--- config.mk ---
export PLATFORM = sky130hd
export DESIGN_NAME = dc_amplitude_decoder
export DESIGN_NICKNAME = d
export VERILOG_FILES = /design/src/rtl/jpeg_dec_pkg.sv /design/src/rtl/amplitude_extend.sv /design/src/rtl/dc_amplitude_decoder.sv
export SDC_FILE = /design/constraint.sdc
export NUM_CORES = 1
export LEC_CHECK = 0
export CAP_MARGIN = 15
export CORE_AREA = 4 4 82 103
export CTS_BUF_LIST = sky130_fd_sc_hd__clkbuf_4
export DETAILED_ROUTE_END_ITERATION = 12
export DIE_AREA = 0 0 86 107
export HOLD_SLACK_MARGIN = 0.08
export PLACE_DENSITY_LB_ADDON = 0.2
export SLEW_MARGIN = 10
export SYNTH_ARGS = -nofsm -noshare
export SYNTH_HDL_FRONTEND = slang
export SYNTH_SLANG_ARGS = --single-unit
--- constraint.sdc ---
create_clock -name clk -period 4.8 [get_ports clk]
set_clock_uncertainty 0.2 [all_clocks]
set_input_delay 0.96 -clock clk [delete_from_list [all_inputs] [get_ports clk]]
set_output_delay 0.96 -clock clk [all_outputs]
set_load 0.02 [all_outputs]
--- src/rtl/jpeg_dec_pkg.sv ---
// jpeg_dec_pkg: constants, FSM encoding and the amplitude extend rule shared by the
// DC and AC amplitude stages of the JPEG entropy decoder.
//   MAX_DC_SIZE  largest legal size category
//   DEF_COEF_W   default coefficient width
//   DIFF_W       width that holds any extended difference (+/-2047)
//   dc_state_e   DC amplitude decoder FSM states
//   extend_amplitude(raw, size) -> signed difference, DIFF_W bits
package jpeg_dec_pkg;

    localparam int unsigned MAX_DC_SIZE = 11;
    localparam int unsigned DEF_COEF_W  = 12;
    localparam int unsigned DIFF_W      = MAX_DC_SIZE + 1;

    typedef enum logic [1:0] {
        StIdle    = 2'd0,
        StCollect = 2'd1,
        StOutput  = 2'd2
    } dc_state_e;

    // A leading 1 means a positive value taken as-is; a leading 0 means a negative value
    // offset by (2^size - 1). Illegal or zero sizes give a zero difference.
    function automatic logic [DIFF_W-1:0] extend_amplitude(
        input logic [MAX_DC_SIZE-1:0] raw,
        input logic [3:0]             size
    );
        logic [DIFF_W-1:0] raw_w;
        logic [DIFF_W-1:0] ones;
        logic [DIFF_W-1:0] result;
        raw_w = {1'b0, raw};
        ones  = (DIFF_W'(1) << size) - DIFF_W'(1);
        if (size == 4'd0 || size > 4'(MAX_DC_SIZE)) begin
            result = '0;
        end else if (raw[size - 4'd1]) begin
            result = raw_w;
        end else begin
            result = raw_w - ones;
        end
        return result;
    endfunction

endpackage

--- src/rtl/amplitude_extend.sv ---
// amplitude_extend: combinational amplitude-to-difference extension, shared by DC and AC.
//   raw_i   [10:0]        amplitude bits, right-aligned
//   size_i  [3:0]         size category
//   diff_o  [COEF_W-1:0]  signed difference, sign-extended to COEF_W
module amplitude_extend
    import jpeg_dec_pkg::*;
#(
    parameter int unsigned COEF_W = DEF_COEF_W
) (
    input  logic [MAX_DC_SIZE-1:0]   raw_i,
    input  logic [3:0]               size_i,
    output logic signed [COEF_W-1:0] diff_o
);

    logic signed [DIFF_W-1:0] diff_s;

    assign diff_s = signed'(extend_amplitude(raw_i, size_i));
    assign diff_o = COEF_W'(diff_s);

endmodule

--- src/rtl/dc_amplitude_decoder.sv ---
// dc_amplitude_decoder: collects the DC amplitude bits for a resolved size category,
// extends them to a difference, adds the per-component predictor and presents the
// reconstructed DC coefficient over valid/ready.
//   clk, rst                  clock, synchronous active-high reset
//   size_valid/size_ready     size category handshake (size_in, comp_id)
//   bit_valid/bit_ready       serial amplitude bits, MSB first (bit_in)
//   dc_valid/dc_ready         coefficient handshake (dc_coef)
//   pred_clear                zero all predictors
//   err                       sticky illegal-size flag
module dc_amplitude_decoder
    import jpeg_dec_pkg::*;
#(
    parameter int unsigned COEF_W   = DEF_COEF_W,
    parameter int unsigned NUM_COMP = 3,
    localparam int unsigned CompW   = (NUM_COMP > 1) ? $clog2(NUM_COMP) : 1
) (
    input  logic                     clk,
    input  logic                     rst,
    input  logic                     size_valid,
    input  logic [3:0]               size_in,
    input  logic [CompW-1:0]         comp_id,
    output logic                     size_ready,
    input  logic                     bit_valid,
    input  logic                     bit_in,
    output logic                     bit_ready,
    output logic                     dc_valid,
    input  logic                     dc_ready,
    output logic signed [COEF_W-1:0] dc_coef,
    input  logic                     pred_clear,
    output logic                     err
);

    dc_state_e               state_q, state_d;
    logic [3:0]              size_q, size_d;
    logic [CompW-1:0]        comp_q, comp_d;
    logic [3:0]              count_q, count_d;
    logic [MAX_DC_SIZE-1:0]  raw_q, raw_d;
    logic [COEF_W-1:0]       dc_coef_q, dc_coef_d;
    logic                    err_q, err_d;
    logic [COEF_W-1:0]       pred_q [NUM_COMP];
    logic [COEF_W-1:0]       pred_d [NUM_COMP];

    logic [MAX_DC_SIZE-1:0]  raw_next;
    logic signed [COEF_W-1:0] diff;
    logic                    load;
    logic                    use_diff;
    logic [CompW-1:0]        comp_sel;
    logic                    comp_ok;
    logic [COEF_W-1:0]       pred_base;
    logic [COEF_W-1:0]       sum;

    assign raw_next = {raw_q[MAX_DC_SIZE-2:0], bit_in};

    // Extend the shifted-in value so the last bit's cycle can load the coefficient directly.
    amplitude_extend #(
        .COEF_W (COEF_W)
    ) u_extend (
        .raw_i  (raw_next),
        .size_i (size_q),
        .diff_o (diff)
    );

    always_comb begin
        state_d   = state_q;
        size_d    = size_q;
        comp_d    = comp_q;
        count_d   = count_q;
        raw_d     = raw_q;
        err_d     = err_q;
        dc_coef_d = dc_coef_q;
        pred_d    = pred_q;
        load      = 1'b0;
        use_diff  = 1'b0;
        comp_sel  = comp_q;

        unique case (state_q)
            StIdle: begin
                if (size_valid) begin
                    size_d   = size_in;
                    comp_d   = comp_id;
                    count_d  = size_in;
                    raw_d    = '0;
                    comp_sel = comp_id;
                    if (size_in == 4'd0) begin
                        load    = 1'b1;
                        state_d = StOutput;
                    end else if (size_in > 4'(MAX_DC_SIZE)) begin
                        err_d   = 1'b1;
                        load    = 1'b1;
                        state_d = StOutput;
                    end else begin
                        state_d = StCollect;
                    end
                end
            end
            StCollect: begin
                if (bit_valid) begin
                    raw_d   = raw_next;
                    count_d = count_q - 4'd1;
                    if (count_q == 4'd1) begin
                        load     = 1'b1;
                        use_diff = 1'b1;
                        state_d  = StOutput;
                    end
                end
            end
            StOutput: begin
                if (dc_ready) begin
                    state_d = StIdle;
                end
            end
            default: state_d = StIdle;
        endcase

        // Out-of-range component indices read and update nothing.
        comp_ok   = 32'(comp_sel) < NUM_COMP;
        pred_base = (comp_ok && !pred_clear) ? pred_q[comp_sel] : '0;
        sum       = pred_base + (use_diff ? diff : '0);
        if (load) begin
            dc_coef_d = sum;
            if (comp_ok) begin
                pred_d[comp_sel] = sum;
            end
        end

        // Clear wins over the predictor write above.
        if (pred_clear) begin
            for (int unsigned i = 0; i < NUM_COMP; i++) begin
                pred_d[i] = '0;
            end
        end
    end

    always_ff @(posedge clk) begin
        if (rst) begin
            state_q   <= StIdle;
            size_q    <= '0;
            comp_q    <= '0;
            count_q   <= '0;
            raw_q     <= '0;
            dc_coef_q <= '0;
            err_q     <= 1'b0;
            for (int unsigned i = 0; i < NUM_COMP; i++) begin
                pred_q[i] <= '0;
            end
        end else begin
            state_q   <= state_d;
            size_q    <= size_d;
            comp_q    <= comp_d;
            count_q   <= count_d;
            raw_q     <= raw_d;
            dc_coef_q <= dc_coef_d;
            err_q     <= err_d;
            pred_q    <= pred_d;
        end
    end

    assign size_ready = !rst && (state_q == StIdle);
    assign bit_ready  = !rst && (state_q == StCollect);
    assign dc_valid   = !rst && (state_q == StOutput);
    assign dc_coef    = dc_coef_q;
    assign err        = err_q;

endmodule
==> results.md <==
- Worst path max stage delay: roughly 0.44 ns
- Comb power frac: 20.4%
- Crit path top cell by count: ha_1
- Starting Density: 60.6%
- FF-to-FF setup slack: between 0.3 and 0.4 ns
- DRC: 0
- Die span in y: 107 um
- Mapped Area: 4490 um2
- Drt pass-1 iters: 6
- Largest net degree at the start of global routing: 34
- Ys async rst share: 0%
- Worst r2r src: size_q[1]
- Final setup violation count: 0
- Vias per std cell: just under 6
- Fin crit share: 94.7%
- Die width: 86 um
- Synthesis-stage register bit count: between 70 and 80
- Final Max Tran Viols: 0
- Rel. slew slack: 25.6%
- Clock Sinks: 71
- Post-Layout Cell Count: 737
- Die area: 9200 um2
- Final weighted congestion in routability-driven placement: 0.959
- Switch Pwr: 0.391 mW
- CP Cell Sequence: clkdlybuf4s50_1 -> ha_1 -> ha_1 -> inv_1 -> fa_1 -> nor2b_2 -> o31a_1 -> o21ai_0 -> nand2_1 -> xor2_1 -> mux2i_1 -> nor2_1 -> ha_1 -> a2111oi_2 -> o21ai_1 -> a2111o_1 -> o211ai_1 -> nand2_1 -> a21oi_1
- Avg Cell Area, Syn: around 7.6 um2
- I/O Buffers: 28
- I/O Pins: 29
- Nets: just under 700
- Syn Inst Count: 593
- Pleak: 2.03 nW
- DR vias: 4366
- Diodes inserted: 0
- Routed WL: between 10 and 15 mm
- Clock Path Buffers: 2
- Hold Path Cell Cnt: 2
- R2r worst-path depth: 22
- Clk_lat worst skew: approximately 0.42 ns
- Worst slew pin tran: 1.12 ns
- PD cells: 252 nW/um2
- HPWL Detailed: 8.90 mm
- Worst hold path endpoint: pred_q[15]
- Largest fanout on the critical path: 4
- Area of the core: 7400 um2
- Peak supply drop: 0.000275 V
- EDFF count, synth: 0
- Clock slew at reported path FFs: 0.12 ns
- Gr ovfl total: 0
- Routed Antenna Nets: 0
- Clock Power Share: 33.0%
- Hold Vio Cnt, Final: 0
- Startpoint Class: input pin
- Area Growth Syn to Fin: 16.8%
- Yosys cell types: 53
- Max Clock Freq: 220 MHz
- Status: finished clean
- Sw Ratio: between 20% and 30%
- CP Data Required Time: slightly below 5 ns
- Ratio of cells with drive above 1 in the final layout: a little under an eighth
- Setup TNS: 0 ns
- Seq/Total Area, Yosys: 31.7%
- HP Class: reg2reg
- Final min period: 4.54 ns
- First-pass GRT wire length: 19.7 mm
- Hold_sp: pred_q[15]
- Final Util: 70.8%
- Initial antenna violation count: 0
- Cell Count Post-Placement: 720
- Fillers: between 500 and 600
- Critical path's slowest cell: clkdlybuf4s50_1
- Iteration-0 DRC count of the detailed router: 228
- Seq pwr share: 46.6%
- Ys Warns: 0
- Syn nets: 647
- Max_cap viols: 0
- Ys flop type: dfxtp_1
- Cell Rows: 35
- CTS tree: yes
- Num CTS Buffers: 9
- WL per Instance: between 15 and 20 um
- Internal: 0.927 mW
- Arr. time, crit path: roughly 4.7 ns
- RSZ-0062 raised after global routing: false
- Clock tree root driver cell: clkbuf_4
- GRT Util Overall: 26.3%
- Setup crit end kind: register
- Number of global-route vias before repair: roughly 4300
- H-tree depth: 3
- WS Path Type: in2reg
- Critical R2R Capture: pred_q[22]
[sequential cells by signal, summed over array words and instances (netlist names)]
name and cells:
pred_q 36, dc_coef 12, raw_q 10, count_q 4, size_q 4, comp_q 2
state_q 2, err 1
[what timing repair did]
action	4_1_cts	5_1_grt
hold buffers	0	0
setup endpoints to repair	0	14
resized for setup	0	12
buffers inserted	0	1
[routing by layer]
| layer | GRT usage (%) | routed length [um] |
|---|---|---|
| met1 | 31.2 | 4840 |
| met2 | 46.8 | 6150 |
| met3 | 4.00 | 516 |
| met4 | 10.5 | 315 |
| met5 | 0 | 0 |
[kinds of logic (layout without fill, tap and decap cells)]
logic type / after synthesis / in the layout / synth area share (%)
AOI/OAI and AO/OA: 162 / 162 / 21.2
DFF: 71 / 71 / 31.7
muxes: 19 / 19 / 5.16
and+or+nand+nor: 233 / 233 / 22.1
buffers and inverters: 51 / 103 / 4.74
xor gates and xnor gates: 16 / 16 / 3.29
adders and majority gates: 41 / 41 / 11.8
[power by group through the flow]
stage	clock network (mW)	logic, mW	registers (mW)
2_1_floorplan	0	0.175	0.626
3_3_place_gp	0	0.256	0.627
3_5_place_dp	0	0.262	0.628
4_1_cts	0.436	0.264	0.614
5_1_grt	0.462	0.296	0.616
6_report	0.435	0.268	0.615
[cell usage in the layout, fill, tap and decap left out, types with 14 or more instances in the layout]
| cell type | count |
|---|---|
| a21oi_1 | 96 |
| buf_4 | 39 |
| clkdlybuf4s50_1 | 28 |
| dfxtp_1 | 69 |
| ha_1 | 39 |
| inv_1 | 18 |
| nand2_1 | 127 |
| nand3_1 | 15 |
| nor2_1 | 56 |
| o21ai_0 | 14 |
[how the worst max path moves through the flow]
stage	startpoint	endpoint	slack [ns]	depth (start not counted)
floorplan	size_valid	dc_coef[11]	0.54	15
global placement	bit_in	dc_coef[10]	-0.15	18
detailed placement	bit_in	dc_coef[10]	-0.31	18
CTS	size_q[1]	dc_coef[10]	0.007	21
global route	size_q[1]	pred_q[22]	0.01	22
finish	bit_in	pred_q[22]	0.26	19
[layout make-up]
type	count	area (um2)	share of cell area, %
Sequential cell	71	1430	27.2
Clock inverter	7	96.3	1.84
Timing Repair Buffer	67	573	10.9
Multi-Input combinational cell	471	2880	55.1
Inverter	20	75.1	1.43
Clock buffer	9	67.6	1.29
Tap cell	92	115	2.20
[cell usage after synthesis, drive strengths merged (2+ instances only)]
cell type  instances  share of area, %
nand2            127                11
a21oi             96                11
dfxtp             71                32
nor2              56               4.7
ha                39                11
inv               20               1.7
clkbuf            19               1.6
o21ai             19               2.1
nand3             15               1.7
mux2i             14               3.4
a211oi            13               2.2
buf               12               1.5
xnor2             10               2.1
nor3               9               1.0
a2111oi            6               1.2
a21o               6               1.0
xor2               6               1.2
a31oi              4              0.56
nor2b              4              0.56
nor4               4              0.56
o31ai              4              0.67
and2               3              0.42
and3               3              0.42
mux2               3              0.75
nand3b             3              0.50
fa                 2              0.89
mux4               2               1.0
nand4              2              0.28
o211ai             2              0.33
o21bai             2              0.33
o31a               2              0.39
[stage by stage]
stage	hold WS [ns]	worst slack (ns)	area, um2	total power, mW
floorplan	0.237	0.540	4490	0.801
global placement	0.241	-0.148	5030	0.883
detailed placement	0.247	-0.313	5030	0.889
CTS	0.263	0.00684	5200	1.31
global route	0.281	0.0148	5240	1.37
finish	0.264	0.255	5240	1.32
[worst max-delay path: cells and delay by family]
family	cells	cell delay, ns
compound gates	7	1.67
buf+inv	2	0.51
fa+ha+maj	4	0.95
xor+xnor	1	0.16
simple gates	4	0.31
mux	1	0.13
No activity file was read; power rests on OpenSTA's default activity.
